[src/rtl/mem_arbiter.sv]
// rtl/mem_arbiter.sv - two-master (fetch/data) single-port memory arbiter
// Data wins by default; a bounded streak of contended data grants lets fetch through.
module mem_arbiter #(
  parameter int XLEN            = 32,
  parameter int MAX_DATA_STREAK = 4
) (
  input  logic            clk,
  input  logic            reset,
  input  logic            if_req_i,
  input  logic [XLEN-1:0] if_adr_i,
  output logic            if_gnt_o,
  output logic            if_rvalid_o,
  output logic [31:0]     if_instr_o,
  input  logic            flush_i,
  input  logic            d_req_i,
  input  logic [XLEN-1:0] d_adr_i,
  input  logic            d_we_i,
  input  logic [XLEN-1:0] d_wdata_i,
  input  logic [2:0]      d_size_i,
  output logic            d_gnt_o,
  output logic            d_rvalid_o,
  output logic [XLEN-1:0] d_rdata_o,
  output logic            mem_req_o,
  output logic [XLEN-1:0] mem_adr_o,
  output logic            mem_we_o,
  output logic [XLEN-1:0] mem_wdata_o,
  output logic [2:0]      mem_size_o,
  input  logic            mem_gnt_i,
  input  logic            mem_rvalid_i,
  input  logic [XLEN-1:0] mem_rdata_i,
  output logic            busy_o
);

  localparam logic [3:0] STREAK_MAX = 4'(MAX_DATA_STREAK);

  typedef enum logic [1:0] {IDLE, REQ, WAIT_RSP} state_t;

  state_t     state_q, state_d;
  logic       owner_q;
  logic       drop_q;
  logic [3:0] streak_q;
  logic       data_win, fetch_win, rsp_take;

  always_ff @(posedge clk) begin
    if (reset) state_q <= IDLE;
    else       state_q <= state_d;
  end

  always_comb begin
    state_d = state_q;
    case (state_q)
      IDLE:     if (data_win || fetch_win) state_d = REQ;
      REQ:      if (mem_gnt_i)             state_d = WAIT_RSP;
      WAIT_RSP: if (mem_rvalid_i)          state_d = IDLE;
      default:                             state_d = IDLE;
    endcase
  end

  // Grants are suppressed while reset is held so a master never sees an accept that is thrown away.
  always_comb begin
    data_win  = 1'b0;
    fetch_win = 1'b0;
    if (state_q == IDLE && !reset) begin
      data_win  = d_req_i && !(if_req_i && streak_q == STREAK_MAX);
      fetch_win = if_req_i && !data_win;
    end
    if_gnt_o  = fetch_win;
    d_gnt_o   = data_win;
    mem_req_o = (state_q == REQ);
    busy_o    = (state_q != IDLE);
    rsp_take  = (state_q == WAIT_RSP) && mem_rvalid_i;
  end

  always_ff @(posedge clk) begin
    if (reset) begin
      owner_q     <= 1'b0;
      drop_q      <= 1'b0;
      streak_q    <= '0;
      mem_adr_o   <= '0;
      mem_we_o    <= 1'b0;
      mem_wdata_o <= '0;
      mem_size_o  <= '0;
      if_rvalid_o <= 1'b0;
      if_instr_o  <= '0;
      d_rvalid_o  <= 1'b0;
      d_rdata_o   <= '0;
    end else begin
      if_rvalid_o <= 1'b0;
      d_rvalid_o  <= 1'b0;
      if (data_win) begin
        mem_adr_o   <= d_adr_i;
        mem_we_o    <= d_we_i;
        mem_wdata_o <= d_wdata_i;
        mem_size_o  <= d_size_i;
        owner_q     <= 1'b1;
        drop_q      <= 1'b0;
        if (!if_req_i)                   streak_q <= '0;
        else if (streak_q < STREAK_MAX)  streak_q <= streak_q + 4'd1;
      end else if (fetch_win) begin
        mem_adr_o   <= if_adr_i;
        mem_we_o    <= 1'b0;
        mem_wdata_o <= '0;
        mem_size_o  <= 3'b010;
        owner_q     <= 1'b0;
        drop_q      <= flush_i;
        streak_q    <= '0;
      end
      if (state_q != IDLE && !owner_q && flush_i) drop_q <= 1'b1;
      // A flush in the response cycle itself still discards the fetch.
      if (rsp_take) begin
        drop_q <= 1'b0;
        if (owner_q) begin
          d_rdata_o  <= mem_rdata_i;
          d_rvalid_o <= 1'b1;
        end else if (!(drop_q || flush_i)) begin
          if_instr_o  <= mem_rdata_i[31:0];
          if_rvalid_o <= 1'b1;
        end
      end
    end
  end

endmodule

[config.mk]
export PLATFORM = sky130hd
export DESIGN_NAME = mem_arbiter
export DESIGN_NICKNAME = d
export VERILOG_FILES = /design/src/rtl/mem_arbiter.sv
export SDC_FILE = /design/constraint.sdc
export NUM_CORES = 1
export LEC_CHECK = 0
export ABC_AREA = 0
export BUFFER_PORTS_ARGS = -buffer_cell sky130_fd_sc_hd__buf_4
export CAP_MARGIN = 20
export CELL_PAD_IN_SITES_DETAIL_PLACEMENT = 1
export CELL_PAD_IN_SITES_GLOBAL_PLACEMENT = 2
export CORE_UTILIZATION = 24
export DETAILED_ROUTE_END_ITERATION = 8
export PLACE_DENSITY_LB_ADDON = 0.1
export REMOVE_ABC_BUFFERS = 1
export SLEW_MARGIN = 30
export SYNTH_ARGS = -nofsm -noshare
export SYNTH_HDL_FRONTEND = slang
export SYNTH_SLANG_ARGS = --single-unit
[constraint.sdc]
create_clock -name clk -period 2 [get_ports clk]
set_input_delay 0.3 -clock clk [delete_from_list [all_inputs] [get_ports clk]]
set_output_delay 0.3 -clock clk [all_outputs]
set_load 0.01 [all_outputs]
==> flow_metrics.py, run 1 <==
metrics = {
    "floorplanning": {
        "core_area_um2": 21200,
        "die_h_um": 149,
        "num_io_pins": 277,
        "die_area_um2": 22300,
        "fp-row-count": 53,
        "die_w_um": 149,
        "start_util_pct": 24.6,
    },
    "power_and_ir_drop": {
        "ir_drop_v": 0.000415,
        "p_sw_mw": 1.82,
        "leakage_nw": 3.54,
        "power_frac_seq_pct": 41.6,
        "powerDensity_nw_per_um2": 871,
        "clockPowerShare_pct": 45.5,
        "intPower_mw": 5.43,
        "p_sw_share_pct": 25.1,
        "combPwrFrac_pct": 12.9,
    },
    "route": {
        "vias": 5512,
        "drt_iter0_drc": 155,
        "routed_wl_um": 20400,
        "drtAntennaViolNets": 0,
        "post-route-drc-count": 0,
        "first_pass_iters": 4,
        "wl_per_cell_um": 17.2,
        "via_per_inst": 4.66,
    },
    "sta": {
        "fin_crit_sh_pct": 97.8,
        "fin_crit_ns": 1.96,
        "hold_viol_final": 0,
        "fin_skew_ns": 0.0106,
        "max_slew.worst_pin.slew_ns": 0.715,
        "fmax_mhz": 511,
        "setup_ws_ns": 0.0440,
        "setup_violations": 0,
        "maxSlewViolCount": 0,
        "max_slew_margin_pct": 52.4,
    },
    "yosys": {
        "synthCells": 629,
        "ys_top_cells_by_count": "nand2_1 (158), dfxtp_1 (142), a21oi_1 (93)",
        "synthArstFlopShare_pct": 0,
        "syn_area_um2": 5200,
        "synth-seq-cells": 142,
        "synthDistinctLibCells": 36,
        "synth_edf_count": 0,
        "yosysMostFrequentCell": "nand2_1",
        "avgSynthCellArea_um2": 8.27,
        "yosysSeqAreaShare_pct": 54.7,
        "synth_top_area_cell": "dfxtp_1",
        "yosys-top-cells-area": "dfxtp_1 (55%), nand2_1 (11%), a21oi_1 (9.0%)",
        "yosysWarnings": 0,
        "synth_ff_type": "dfxtp_1",
        "yosysTopAreaCellShare_pct": 54.7,
    },
    "global_routing": {
        "grt_max_degree": 89,
        "gr-total-overflow": 0,
        "antenna_found_initial": 0,
        "first_global_vias": 5832,
        "grt_pass1_wl_um": 30900,
        "grt_util_all_layers_pct": 18.0,
    },
    "layout": {
        "syn2layout_area_growth_pct": 60.0,
        "nets": 1037,
        "fillers": 2503,
        "layout-drive-gt1-share_pct": 37.8,
        "antenna_cells": 0,
        "stdcell_count": 1184,
    },
    "clocking": {
        "path_clk_slew_ns": 0.07,
        "clock-sinks": 142,
        "cts_tree": "done",
        "clk_latency_ns": 0.42,
        "cts_buffers": 17,
        "clockBufferDepth": 2,
        "root_buffer": "clkbuf_16",
        "htreeDepth": 4,
    },
    "worst_setup_path": {
        "critical_path_required_ns": 1.70,
        "reg2reg_to": "if_instr_o[29]",
        "r2r_setup_slack_ns": 0.24,
        "start_kind": "flip-flop",
        "critical_path_class": "flip-flop to output pin",
        "arrival_ns": 1.66,
        "end_kind": "output pin",
        "worstReg2RegStart": "state_q[0]",
        "cp_max_fo": 4,
        "reg2reg_depth": 6,
    },
    "job": {
        "cap_violations": 0,
    },
    "status": {
        "status": "finished clean",
    },
    "placed_design": {
        "dp_hpwl_um": 13800,
        "io_buffers": 276,
        "dp_slack_ns": 0.107,
        "gp_congestion": 0.755,
        "dp.cells": 1144,
    },
    "worst_hold_path": {
        "hold_path.class": "input port to flip-flop",
        "whs_path_depth": 3,
        "holdCritStartpoint": "d_wdata_i[17]",
        "holdPathEnd": "mem_wdata_o[17]",
    },
}
[logic make-up after synthesis]
| logic type | Yosys count | share of synthesized area [%] |
|---|---|---|
| simple gates | 260 | 20.2 |
| compound gates | 169 | 20.0 |
| flops | 142 | 54.7 |
| buf+inv | 55 | 4.48 |
| fa+ha+maj | 2 | 0.481 |
| mux | 1 | 0.217 |
[power groups by stage]
stage | Combinational [mW] | Clock, mW | Sequential, mW
3_3_place_gp | 0.888 | 0 | 3.07
5_1_grt | 1.02 | 3.50 | 3.03
2_1_floorplan | 0.270 | 0 | 3.11
4_1_cts | 0.937 | 3.40 | 3.02
3_5_place_dp | 0.909 | 0 | 3.07
6_report | 0.933 | 3.30 | 3.01
[metrics by stage]
step / cell area [um^2] / hold slack [ns] / setup TNS (ns) / power [mW] / utilization [%]
after CTS: 8270 / 0.113 / 0 / 7.35 / 39.1
after global placement: 7580 / 0.443 / 0 / 3.96 / 35.8
after floorplan: 4990 / 0.369 / -108.27 / 3.38 / -
final: 8320 / 0.131 / 0 / 7.25 / 39.3
after global routing: 8320 / 0.124 / -0.00258 / 7.55 / 39.3
after detailed placement: 7580 / 0.448 / 0 / 3.98 / 35.8
[how the worst max path moves through the flow]
stage                 from       endpoint  slack (ns)  cells past startpoint
2_1_floorplan  streak_q[0]  mem_size_o[0]       -1.18                      7
6_report        state_q[1]       if_gnt_o        0.04                      4
3_5_place_dp   streak_q[0]   mem_adr_o[1]        0.11                      8
3_3_place_gp   streak_q[0]  mem_adr_o[20]        0.26                      8
5_1_grt        streak_q[1]        d_gnt_o      -0.003                      7
4_1_cts        streak_q[0]        d_gnt_o       0.002                      7
[layer usage]
| layer | part of all wire, % | track usage [%] |
|---|---|---|
| met2 | 49 | 31.3 |
| met3 | 8.2 | 6.57 |
| met5 | 0 | 0 |
| met4 | 1.5 | 6.33 |
| met1 | 41 | 20.2 |
[worst max-delay path, cell delays in order (launching register included)]
cell and delay [ns]:
dfxtp_4 0.35, or4b_4 0.52, a21o_4 0.21, clkinv_2 0.06, buf_6 0.10
[flip-flops by register name, summed over array words and instances, names as in the netlist]
signal       count
streak_q         4
drop_q           1
owner_q          1
mem_wdata_o     32
mem_size_o       3
mem_we_o         1
if_rvalid_o      1
state_q          2
d_rdata_o       32
if_instr_o      32
mem_adr_o       32
d_rvalid_o       1
[layout make-up]
cell class                      count  area, um^2  share of cell area [%]
Inverter                            5        27.5                   0.331
Multi-Input combinational cell    432        2150                    25.9
Timing Repair Buffer              298        2330                    28.0
Sequential cell                   142        2860                    34.3
Tap cell                          275         344                    4.14
Clock buffer                       20         447                    5.37
Clock inverter                     12         160                    1.93
[cell usage in the layout (no fill, tap or decap), types with 2 or more instances in the layout]
| master | instances |
|---|---|
| nor3_1 | 10 |
| clkinv_2 | 2 |
| nand2_1 | 158 |
| bufinv_16 | 3 |
| dfxtp_4 | 3 |
| and2_1 | 2 |
| buf_6 | 2 |
| clkinvlp_4 | 4 |
| clkbuf_16 | 17 |
| o22ai_1 | 7 |
| a211oi_1 | 25 |
| nand3b_1 | 2 |
| dfxtp_1 | 138 |
| nand2b_1 | 3 |
| buf_4 | 290 |
| a22oi_1 | 35 |
| nor2b_1 | 2 |
| a21oi_1 | 93 |
| buf_12 | 5 |
| clkbuf_1 | 2 |
| inv_6 | 3 |
| nor2_1 | 75 |
| nor3b_1 | 2 |
| clkinv_4 | 2 |
[timing repair]
action | 4_1_cts | 5_1_grt
pin swaps | 1 | 3
hold buffers | 0 | 0
resized for setup | 11 | 5
cloned | 1 | 0
buffers inserted | 2 | 5
endpoints found under the setup margin | 2 | 2
Note: power is estimated with default switching activity, not from simulation.
==> run 2, diff against run 1 <==
--- a/config.mk
+++ b/config.mk
@@ -13,6 +13,7 @@
 export CORE_UTILIZATION = 24
 export DETAILED_ROUTE_END_ITERATION = 8
 export PLACE_DENSITY_LB_ADDON = 0.1
+export RECOVER_POWER = 50
 export REMOVE_ABC_BUFFERS = 1
 export SLEW_MARGIN = 30
 export SYNTH_ARGS = -nofsm -noshare
==> flow_metrics.py, run 2 (synthesized netlist as in run 1, its figures left out) <==
metrics = {
    "layout": {
        "nets": 1037,
        "layout-drive-gt1-share_pct": 22.8,
        "syn2layout_area_growth_pct": 49.8,
        "antenna_cells": 0,
        "layout_commonest_cell": "nand2_1",
        "design_area_um2": 7790,
        "fillers": 2571,
        "layout_common_cells": "nand2_1 (158), buf_4 (154), dfxtp_1 (139)",
    },
    "power_and_ir_drop": {
        "finalPower_mw": 7.15,
        "combPwrFrac_pct": 11.8,
        "intPower_mw": 5.35,
        "powerDensity_nw_per_um2": 918,
        "leakage_nw": 2.96,
        "power_frac_seq_pct": 42.1,
        "clockPowerShare_pct": 46.1,
        "p_sw_mw": 1.81,
        "p_sw_share_pct": 25.3,
        "ir_drop_v": 0.000415,
    },
    "clocking": {
        "clock-sinks": 142,
        "cts_buffers": 17,
        "clockBufferDepth": 2,
        "hold_buffers": 0,
        "root_buffer": "clkbuf_16",
        "htreeDepth": 4,
        "path_clk_slew_ns": 0.06,
        "cts_tree": "done",
        "clk_latency_ns": 0.42,
    },
    "floorplanning": {
        "die_w_um": 149,
        "fp-row-count": 53,
        "start_util_pct": 24.6,
        "num_io_pins": 277,
        "die_h_um": 149,
        "die_area_um2": 22300,
        "core_area_um2": 21200,
    },
    "global_routing": {
        "antenna_found_initial": 0,
        "grt_pass1_wl_um": 30900,
        "gr-total-overflow": 0,
        "grt_util_all_layers_pct": 18.0,
        "first_global_vias": 5832,
        "grt_max_degree": 89,
    },
    "worst_setup_path": {
        "path_cells": "or4b_4 -> a21o_4 -> clkinv_2 -> buf_6",
        "critical_path_class": "flip-flop to output pin",
        "arrival_ns": 1.65,
        "end_kind": "output pin",
        "cp_max_fo": 4,
        "start_kind": "flip-flop",
        "critical_path_required_ns": 1.70,
        "critPathMaxStageDelay_ns": 0.52,
        "critPathSlowestCell": "or4b_4",
        "critPathTopFamily": "simple AND/OR/NAND/NOR gates",
        "crit_buf_inv": 2,
    },
    "worst_hold_path": {
        "hold_path.class": "input port to flip-flop",
    },
    "placed_design": {
        "dp_slack_ns": 0.107,
        "dp_hpwl_um": 13800,
        "io_buffers": 276,
        "dpl_cell_area_um2": 7580,
        "gp_congestion": 0.755,
    },
    "sta": {
        "hold_viol_final": 0,
        "fmax_mhz": 512,
        "maxSlewViolCount": 0,
        "fin_crit_ns": 1.95,
        "setup_ws_ns": 0.0483,
        "fin_skew_ns": 0.0106,
        "max_slew.worst_pin.slew_ns": 0.702,
        "fin_crit_sh_pct": 97.6,
        "setup_violations": 0,
        "max_slew_margin_pct": 53.2,
    },
    "status": {
        "status": "finished clean",
    },
    "route": {
        "post-route-drc-count": 0,
        "wl_per_cell_um": 17.1,
        "first_pass_iters": 4,
        "drt_iter0_drc": 150,
        "drtAntennaViolNets": 0,
        "vias": 5508,
        "via_per_inst": 4.65,
        "routed_wl_um": 20300,
    },
    "job": {
        "cap_violations": 0,
    },
}
run 2: cell types whose count changed in the layout (fill, tap and decap cells not counted), sizes merged:
cell and change:
clkbuf +137, buf -137
run 2: path summary, 6_finish.rpt:
kind | from | end | slack, ns | cells after the start
max | state_q[1] | if_gnt_o | 0.05 | 4
min | d_wdata_i[17] | mem_wdata_o[17] | 0.13 | 3
max reg2reg | state_q[0] | if_instr_o[29] | 0.24 | 6
min reg2reg | d_rdata_o[19] | d_rdata_o[19] | 0.45 | 2
run 2: through the flow:
step | TNS [ns] | hold WS (ns) | std cells | utilization (%)
2_1_floorplan | -108.27 | 0.369 | 579 | -
3_5_place_dp | 0 | 0.448 | 1144 | 35.8
6_report | 0 | 0.132 | 1184 | 36.8
3_3_place_gp | 0 | 0.443 | 1144 | 35.8
5_1_grt | -0.00258 | 0.124 | 1184 | 36.8
4_1_cts | 0 | 0.113 | 1179 | 39.1
run 2: cell type report:
class | count | area [um^2] | area share, %
Clock buffer | 20 | 447 | 5.73
Clock inverter | 12 | 160 | 2.06
Inverter | 5 | 27.5 | 0.353
Multi-Input combinational cell | 432 | 2150 | 27.6
Sequential cell | 142 | 2850 | 36.6
Tap cell | 275 | 344 | 4.42
Timing Repair Buffer | 298 | 1810 | 23.2
run 2: power groups by stage:
stage,registers (mW),clock network (mW),logic [mW]
after floorplan,3.11,0,0.270
after global placement,3.07,0,0.888
after detailed placement,3.07,0,0.909
after CTS,3.02,3.40,0.937
after global routing,3.02,3.50,0.930
final,3.01,3.29,0.847
run 2: layer usage:
layer  GRT usage, %  share of wire (%)  routed length (um)  up-vias
met5              0                  0                   0        -
met4           6.33                1.5                 306        0
met3           6.57                8.5                1720       23
met2           31.3                 48                9850      193
met1           20.2                 42                8430     2625
li1               -                  -                   -     2667
run 2: worst min-delay path, cell delays in order:
cell	delay, ns
buf_4	0.08
a22oi_1	0.06
nor2_1	0.07
run 2: what timing repair did:
item | in CTS | in global routing
pin swaps | 1 | 3
endpoints found under the setup margin | 2 | 2
resized for setup | 11 | 5
cloned | 1 | 0
setup buffers | 2 | 5
==> run 3, diff against run 2 <==
--- a/config.mk
+++ b/config.mk
@@ -10,7 +10,7 @@
 export CAP_MARGIN = 20
 export CELL_PAD_IN_SITES_DETAIL_PLACEMENT = 1
 export CELL_PAD_IN_SITES_GLOBAL_PLACEMENT = 2
-export CORE_UTILIZATION = 24
+export CORE_UTILIZATION = 21
 export DETAILED_ROUTE_END_ITERATION = 8
 export PLACE_DENSITY_LB_ADDON = 0.1
 export RECOVER_POWER = 50
==> constraint.sdc (replaced) <==
create_clock -name clk -period 1.7 [get_ports clk]
set_input_delay 0.255 -clock clk [delete_from_list [all_inputs] [get_ports clk]]
set_output_delay 0.255 -clock clk [all_outputs]
set_load 0.01 [all_outputs]
==> flow_metrics.py, run 3 (synthesized netlist as in run 1, its figures left out) <==
metrics = {
    "worst_setup_path": {
        "critPathSlowestCell": "or4b_4",
        "start_kind": "flip-flop",
        "critical_path_class": "flip-flop to output pin",
        "critPathMaxStageDelay_ns": 0.55,
        "critical_path_required_ns": 1.44,
        "arrival_ns": 1.66,
        "end_kind": "output pin",
        "path_cells": "or4b_4 -> a21o_4 -> clkinv_4 -> buf_6",
        "cp_max_fo": 4,
    },
    "route": {
        "drt_iter0_drc": 207,
        "via_per_inst": 4.48,
        "drtAntennaViolNets": 0,
        "first_pass_iters": 4,
        "routed_wl_um": 21700,
        "vias": 5576,
        "post-route-drc-count": 0,
        "wl_per_cell_um": 17.4,
    },
    "layout": {
        "nets": 1048,
        "stdcell_count": 1244,
        "antenna_cells": 0,
        "layout-drive-gt1-share_pct": 28.6,
        "layout_commonest_cell": "buf_4",
        "layout_common_cells": "buf_4 (187), nand2_1 (146), dfxtp_1 (138)",
        "syn2layout_area_growth_pct": 57.4,
        "fillers": 2935,
    },
    "global_routing": {
        "grt_max_degree": 116,
        "antenna_found_initial": 0,
        "gr-total-overflow": 0,
        "grt_pass1_wl_um": 32700,
        "first_global_vias": 5978,
        "grt_util_all_layers_pct": 16.5,
    },
    "status": {
        "violations": "negative setup slack",
        "status": "complete, but fails checks",
    },
    "floorplanning": {
        "die_area_um2": 25400,
        "num_io_pins": 277,
        "die_h_um": 159,
        "die_w_um": 159,
        "start_util_pct": 21.4,
        "fp-row-count": 57,
        "core_area_um2": 24300,
    },
    "sta": {
        "setup_ws_ns": -0.220,
        "fin_skew_ns": 0.00880,
        "setup_violations": 21,
        "fin_crit_sh_pct": 113,
        "fin_crit_ns": 1.92,
        "fin_hold_ws_ns": 0.0822,
        "hold_viol_final": 0,
        "maxSlewViolCount": 0,
        "max_slew.worst_pin.slew_ns": 0.589,
        "fmax_mhz": 521,
        "max_slew_margin_pct": 60.7,
        "rsz0062_at_grt": "true",
    },
    "power_and_ir_drop": {
        "powerDensity_nw_per_um2": 1020,
        "leakage_nw": 3.19,
        "finalPower_mw": 8.34,
        "ir_drop_v": 0.000514,
        "intPower_mw": 6.19,
        "clockPowerShare_pct": 44.9,
        "p_sw_share_pct": 25.8,
        "power_frac_seq_pct": 42.4,
        "combPwrFrac_pct": 12.6,
        "p_sw_mw": 2.15,
    },
    "clocking": {
        "clk_latency_ns": 0.41,
        "cts_buffers": 17,
        "root_buffer": "clkbuf_16",
        "cts_tree": "done",
        "clock-sinks": 142,
        "htreeDepth": 4,
        "path_clk_slew_ns": 0.06,
        "clockBufferDepth": 2,
    },
    "placed_design": {
        "io_buffers": 276,
        "gp_congestion": 0.746,
        "dp_hpwl_um": 14200,
        "dp.cells": 1197,
    },
    "worst_hold_path": {
        "hold_path.class": "input port to flip-flop",
    },
    "job": {
        "cap_violations": 0,
    },
}
run 3: what timing repair did:
| item | 4_1_cts | 5_1_grt |
|---|---|---|
| resized for setup | 14 | 24 |
| hold buffers | 0 | 0 |
| setup endpoints to repair | 5 | 76 |
| setup buffers | 7 | 4 |
| pin swaps | 3 | 6 |
| cloned | 0 | 6 |
run 3: worst paths after layout:
path	startpoint	end	slack, ns	cells after the start
worst max-delay path	state_q[0]	if_gnt_o	-0.22	4
worst max register to register	state_q[0]	if_instr_o[29]	-0.03	6
worst min-delay path	mem_gnt_i	state_q[1]	0.08	3
worst min register to register	if_instr_o[14]	if_instr_o[14]	0.45	2
run 3: cell type report:
type                    count  area, um^2  area share (%)
multi-input cells         432        2210            27.0
well taps                 324         405            4.95
flip-flops and latches    142        2850            34.9
clock buffers              21         450            5.50
clock inverters            11         133            1.62
repair buffers            309        2110            25.8
inverters                   5        26.3           0.321
run 3: per-stage QoR:
stage	TNS (ns)	setup slack [ns]	utilization, %	cell area, um^2
detailed placement	-0.0425	-0.0242	31.7	7710
CTS	-0.477	-0.246	34.5	8380
global route	-3.83	-0.268	33.7	8190
floorplan	-138.29	-1.48	-	4990
finish	-0.753	-0.220	33.7	8190
global placement	0	0.0828	31.7	7710
run 3: critical path: cells and delay by family (launching register included):
family	cells	cell delay [ns]
buffers and inverters	2	0.15
flip-flops	1	0.35
AND/OR/NAND/NOR	1	0.55
AO/OA/AOI/OAI	1	0.21
run 3: power groups by stage:
stage / combinational [mW] / clock, mW / sequential, mW
2_1_floorplan: 0.317 / 0 / 3.66
3_3_place_gp: 1.07 / 0 / 3.61
4_1_cts: 1.13 / 3.89 / 3.54
5_1_grt: 1.16 / 4.03 / 3.56
3_5_place_dp: 1.10 / 0 / 3.61
6_report: 1.05 / 3.75 / 3.54
run 3: metal layers:
metal  wire [um]  global-route usage [%]  up-vias
met2       10600                    28.2      183
li1            -                       -     2685
met1        8990                    18.5     2692
met3        1820                    7.01       16
met4         262                    5.33        0
met5           0                       0        -
